[src/rtl/missile_scheduler.sv]
//------------------------------------------------------------------------------
// missile_scheduler : allocates eight missile slots, paces motion ticks and
//                     enforces a refire cooldown between launches.
// Revision 1.0
//------------------------------------------------------------------------------
`default_nettype none

module missile_scheduler #(
  parameter int NUM_SLOTS      = 8,
  parameter int TICK_DIV       = 250000,
  parameter int COOLDOWN_TICKS = 8
) (
  input  logic                 clk,
  input  logic                 rst,
  input  logic                 fire_req,
  input  logic                 hit_valid,
  input  logic [2:0]           hit_slot,
  input  logic [NUM_SLOTS-1:0] offscreen,
  output logic [NUM_SLOTS-1:0] slot_en,
  output logic                 fire_ack,
  output logic [2:0]           fire_slot,
  output logic                 fire_drop,
  output logic                 motion_tick,
  output logic                 cooldown_active,
  output logic [15:0]          shots_fired
);

  localparam logic [17:0] TICK_LAST = 18'(TICK_DIV - 1);
  localparam logic [7:0]  CD_LOAD   = 8'(COOLDOWN_TICKS);

  typedef enum logic [0:0] {
    ST_IDLE     = 1'b0,
    ST_COOLDOWN = 1'b1
  } state_t;

  state_t               state_q, state_d;
  logic [7:0]           cd_q, cd_d;
  logic [17:0]          tick_cnt_q, tick_cnt_d;
  logic                 motion_tick_q, motion_tick_d;
  logic                 sync1_q, sync2_q, sync3_q;
  logic [1:0]           fill_q, fill_d;
  logic                 armed_q, armed_d;
  logic                 fire_edge_q, fire_edge_d;
  logic [NUM_SLOTS-1:0] slot_en_q, slot_en_d;
  logic                 fire_ack_q, fire_ack_d;
  logic [2:0]           fire_slot_q, fire_slot_d;
  logic                 fire_drop_q, fire_drop_d;
  logic                 cooldown_active_q, cooldown_active_d;
  logic [15:0]          shots_q, shots_d;

  logic                 free_found;
  logic [2:0]           free_idx;
  logic                 grant;
  logic                 drop;
  logic [NUM_SLOTS-1:0] retire_mask;
  logic [NUM_SLOTS-1:0] grant_mask;

  // The synchronizer only reflects a real pin sample two cycles after reset;
  // arming waits for a genuine low so a button held through reset is ignored.
  always_comb begin
    fill_d      = {fill_q[0], 1'b1};
    armed_d     = armed_q | (fill_q[1] & ~sync2_q);
    fire_edge_d = sync2_q & ~sync3_q & armed_q;
  end

  always_comb begin
    tick_cnt_d    = (tick_cnt_q == TICK_LAST) ? 18'd0 : tick_cnt_q + 18'd1;
    motion_tick_d = (tick_cnt_d == TICK_LAST);
  end

  // Lowest-index free slot: scan downward so the last hit wins.
  always_comb begin
    free_found = 1'b0;
    free_idx   = 3'd0;
    for (int i = NUM_SLOTS - 1; i >= 0; i--) begin
      if (!slot_en_q[i]) begin
        free_found = 1'b1;
        free_idx   = 3'(i);
      end
    end
  end

  always_comb begin
    state_d = state_q;
    cd_d    = cd_q;
    grant   = 1'b0;
    drop    = 1'b0;
    case (state_q)
      ST_IDLE: begin
        if (fire_edge_q) begin
          if (free_found) begin
            grant   = 1'b1;
            cd_d    = CD_LOAD;
            state_d = ST_COOLDOWN;
          end else begin
            drop = 1'b1;
          end
        end
      end
      ST_COOLDOWN: begin
        if (fire_edge_q) drop = 1'b1;
        if (cd_q == 8'd0) begin
          state_d = ST_IDLE;
        end else if (motion_tick_q) begin
          cd_d = cd_q - 8'd1;
        end
      end
      default: state_d = ST_IDLE;
    endcase
  end

  // Grant is OR-ed in after the retire mask, so a retire aimed at the slot
  // being granted (necessarily free) cannot cancel the launch.
  always_comb begin
    retire_mask = offscreen;
    if (hit_valid) retire_mask[hit_slot] = 1'b1;
    grant_mask = '0;
    if (grant) grant_mask[free_idx] = 1'b1;
    slot_en_d         = (slot_en_q & ~retire_mask) | grant_mask;
    fire_ack_d        = grant;
    fire_drop_d       = drop;
    fire_slot_d       = grant ? free_idx : fire_slot_q;
    shots_d           = shots_q + {15'd0, grant};
    cooldown_active_d = (state_d == ST_COOLDOWN);
  end

  always_ff @(posedge clk or negedge rst) begin
    if (!rst) begin
      state_q           <= ST_IDLE;
      cd_q              <= 8'd0;
      tick_cnt_q        <= 18'd0;
      motion_tick_q     <= 1'b0;
      sync1_q           <= 1'b0;
      sync2_q           <= 1'b0;
      sync3_q           <= 1'b0;
      fill_q            <= 2'b00;
      armed_q           <= 1'b0;
      fire_edge_q       <= 1'b0;
      slot_en_q         <= '0;
      fire_ack_q        <= 1'b0;
      fire_slot_q       <= 3'd0;
      fire_drop_q       <= 1'b0;
      cooldown_active_q <= 1'b0;
      shots_q           <= 16'd0;
    end else begin
      state_q           <= state_d;
      cd_q              <= cd_d;
      tick_cnt_q        <= tick_cnt_d;
      motion_tick_q     <= motion_tick_d;
      sync1_q           <= fire_req;
      sync2_q           <= sync1_q;
      sync3_q           <= sync2_q;
      fill_q            <= fill_d;
      armed_q           <= armed_d;
      fire_edge_q       <= fire_edge_d;
      slot_en_q         <= slot_en_d;
      fire_ack_q        <= fire_ack_d;
      fire_slot_q       <= fire_slot_d;
      fire_drop_q       <= fire_drop_d;
      cooldown_active_q <= cooldown_active_d;
      shots_q           <= shots_d;
    end
  end

  assign slot_en         = slot_en_q;
  assign fire_ack        = fire_ack_q;
  assign fire_slot       = fire_slot_q;
  assign fire_drop       = fire_drop_q;
  assign motion_tick     = motion_tick_q;
  assign cooldown_active = cooldown_active_q;
  assign shots_fired     = shots_q;

endmodule

`default_nettype wire

[config.mk]
export PLATFORM = sky130hd
export DESIGN_NAME = missile_scheduler
export DESIGN_NICKNAME = d
export VERILOG_FILES = /design/src/rtl/missile_scheduler.sv
export SDC_FILE = /design/constraint.sdc
export NUM_CORES = 1
export LEC_CHECK = 0
export CORE_MARGIN = 1.5
export CORE_UTILIZATION = 54
export DETAILED_ROUTE_END_ITERATION = 12
export GPL_TIMING_DRIVEN = 0
export PLACE_DENSITY = 0.84
export REMOVE_ABC_BUFFERS = 1
export SYNTH_ARGS = -nofsm -noshare
export SYNTH_HDL_FRONTEND = slang
export SYNTH_SLANG_ARGS = --single-unit
[constraint.sdc]
create_clock -name clk -period 2.6 [get_ports clk]
set_input_delay 0.39 -clock clk [delete_from_list [all_inputs] [get_ports clk]]
set_output_delay 0.39 -clock clk [all_outputs]
set_load 0.1 [all_outputs]
==> results.md <==
* Fmax at 411 MHz
* Worst hold margin at 36.0 ps
* Clk pwr share at 28.6%
* Power Dens Cells at 760 mW/mm^2
* Worst slew margin at 33.5%
* Top delay family on crit path: buffers and inverters
* Final period util at roughly 94%
* Largest net degree at the start of global routing at 40
* Clk sinks at 64
* Final Instance Area at 0.00376 mm^2
* Share of cells above drive strength 1 at 9.91%
* LEAKAGE at 1.59 nW
* CP bufs+invs at 1
* Drt pass-1 iters at 4
* Post-synthesis sequential area ratio at a little over half
* Status: finished, final reports clean
* First DRT Iteration DRCs at between 100 and 150
* Via count at 2,337
* NetSw at approximately 1.1 mW
* Setup CP Type: reg -> out
* Synth Instances at 286
* Switch share at 39.0%
* Via density at approximately 5.6
* Row count at 27
* Initial core utilization at 55.3%
* WP data arrival at 2050 ps
* Flops & latches, synth at 64
* Internal power at 1.74 mW
* R2r startpoint: cd_q[0]
* Data required, critical path at 2210 ps
* RSZ-0062 raised after global routing: false
* CTS tree: built
* Die W at 77.7 um
* RR Endpoint: cd_q[3]
* Routability Congestion at about 0.86
* CP max stage delay at between 1000 and 1500 ps
* Max-capacitance violation count at 0
* Tightest Pin Transition at slightly below 1000 ps
* Grt ovf at 0
* Worst VDD drop at 0.493 mV
* Max Root-Sink Buffers at 2
* Cell chain of the critical path: clkdlybuf4s50_1
* Yosys warns at 0
* Final worst path period need at 2440 ps
* R2R setup slack at 190 ps
* Gate power share at about 30%
* Share of power burned in registers at 41.4%
* Final wirelength at 5890 um
* Post-DRT Antenna Nets at 0
* Initial antenna violation count at 0
* Fin nets at 358
* Die Area at 0.00603 mm^2
* Final setup viols at 0
* N_diodes at 0
* Library cells used by synthesis at 50
* Mean Syn Cell Area at 10.5 um^2
* EDFF count, synth at 0
* Async set or reset register ratio after synthesis at 100%
* R2r worst-path depth at 7
* # IOs at 46
* Reg clk slew, reported paths at around 80 ps
* DP Area at 0.00353 mm^2
* Vias in the first global route at 2,109
* Clk_lat worst skew at 350 ps
* GRT Overall Usage at 20.8%
* Critical path's slowest cell: clkdlybuf4s50_1
* DIE HEIGHT at 77.7 um
* Wirelength per Cell at 14.2 um
* Num CTS Buffers at 9
* Area Growth Syn to Fin at 24.8%
* Crit Path Max Fanout at 9
* Synth Flop Type: dfrtp_1
* Mapped Area at roughly 0.003 mm^2
* CTS hold repair buffers at 0
* DRC at 0
* Min-delay worst type: in -> async
* H-tree levels at 3
* Hold Fails Final Rpt at 0
* Core area at 0.00544 mm^2
* PortBufs at 45
* First-pass GRT wire length at a little under 10,000 um
* Root buffer cell: clkbuf_8
* CP Launch Type: flip-flop
* Detailed placement HPWL at 4210 um
* Setup crit end kind: output port
* Max-slew violation count at 0
* Clk_skew at 10.1 ps
timing repair:
item / 4_1_cts / 5_1_grt
pin swaps: 1 / 2
gates resized for setup: 3 / 0
setup endpoints to repair: 9 / 6
setup buffers: 0 / 3
through the flow:
| step | TNS [ps] | power [mW] | util [%] | setup slack (ps) | std cells |
|---|---|---|---|---|---|
| 6_report | 0 | 2.86 | 69.1 | 164 | 415 |
| 5_1_grt | 0 | 2.99 | 69.1 | 86.3 | 415 |
| 4_1_cts | 0 | 2.87 | 68.6 | 12.0 | 412 |
| 3_5_place_dp | -1100 | 2.05 | 64.9 | -238 | 396 |
| 3_3_place_gp | -55770 | 2.01 | 64.5 | -838 | 395 |
| 2_1_floorplan | -4110 | 1.79 | - | -447 | 278 |
placed cells by master (no fill, tap or decap), drive strengths merged, types with 4 or more instances in the layout:
master,Yosys,routed
xor2,10,10
or4,5,5
o31ai,8,8
nand4,11,11
buf,1,5
o21ai,13,13
clkbuf,6,10
nor2b,7,7
xnor2,20,20
clkdlybuf4s50,0,44
nor3,8,8
nor2,18,18
and4,4,4
nand3,15,15
ha,5,5
nand2,25,25
and3,4,4
inv,13,13
dfrtp,64,64
a21oi,6,6
metal layers:
metal	up-vias	GRT usage, %	wire length, um
li1	1124	-	-
met1	1142	28.4	2710
met2	56	31.6	2850
met3	15	6.47	237
met4	0	7.27	97
met5	-	0	0
state kept, by name, indices dropped and copies added, names as in the netlist:
name and count:
tick_cnt_q 18, shots_fired 16, cd_q 8, slot_en 8, fire_slot 3, fill_q 2
armed_q 1, cooldown_active 1, fire_ack 1, fire_drop 1, fire_edge_q 1, motion_tick 1
sync1_q 1, sync2_q 1, sync3_q 1
power groups by stage:
stage	combinational (mW)	sequential [mW]	clock (mW)
6_report	0.855	1.18	0.818
5_1_grt	0.901	1.20	0.888
4_1_cts	0.849	1.18	0.837
3_5_place_dp	0.845	1.20	0
3_3_place_gp	0.819	1.20	0
2_1_floorplan	0.186	1.61	0
cells in the mapped netlist, drive strengths merged (2+ instances only):
library cell | count | area [um^2]
a21oi | 6 | 30.0
nand3 | 15 | 75.1
dfrtp | 64 | 1600
xnor2 | 20 | 175
o211ai | 2 | 15.0
nand2 | 25 | 93.8
o31ai | 8 | 60.1
a311oi | 2 | 17.5
nand4 | 11 | 68.8
o21a | 2 | 15.0
or3 | 3 | 20.0
a21o | 2 | 15.0
o21ai | 13 | 65.1
a22o | 2 | 17.5
and4 | 4 | 35.0
inv | 13 | 48.8
and3 | 4 | 25.0
a32o | 2 | 20.0
and2 | 2 | 12.5
mux2 | 2 | 22.5
nor4 | 3 | 25.0
xor2 | 10 | 87.6
or4b | 3 | 30.0
nor2b | 7 | 43.8
nor3 | 8 | 40.0
ha | 5 | 62.6
nand3b | 3 | 22.5
or4 | 5 | 41.3
nor2 | 18 | 67.6
clkbuf | 6 | 22.5
logic make-up (layout without fill, tap and decap cells):
family          count (synthesis)  after routing  share of synthesized area [%]
buf+inv                        21             78                           2.99
xor+xnor                       30             30                           8.73
fa+ha+maj                       5              5                           2.08
simple gates                  115            115                           21.1
flops                          64             64                           53.2
other cells                     1              1                          0.125
compound gates                 48             48                           11.1
mux                             2              2                          0.748
area by class of cell:
cell class | count | area, um^2
flip-flops and latches | 64 | 1600
well taps | 72 | 90.1
clock inverters | 6 | 60.1
multi-input cells | 201 | 1340
clock buffers | 10 | 128
inverters | 13 | 48.8
repair buffers | 49 | 488
fillers | 424 | 1680
worst max path at each step:
stage | slack (ps) | depth (start not counted) | end | start
floorplan | -450 | 8 | shots_fired[10] | slot_en[0]
global placement | -840 | 1 | tick_cnt_q[3] | rst
detailed placement | -240 | 8 | shots_fired[10] | slot_en[0]
CTS | 10 | 7 | cd_q[3] | cd_q[0]
global route | 90 | 7 | cd_q[3] | cd_q[0]
finish | 160 | 1 | cooldown_active | cooldown_active
No activity file was read; power rests on OpenSTA's default activity.
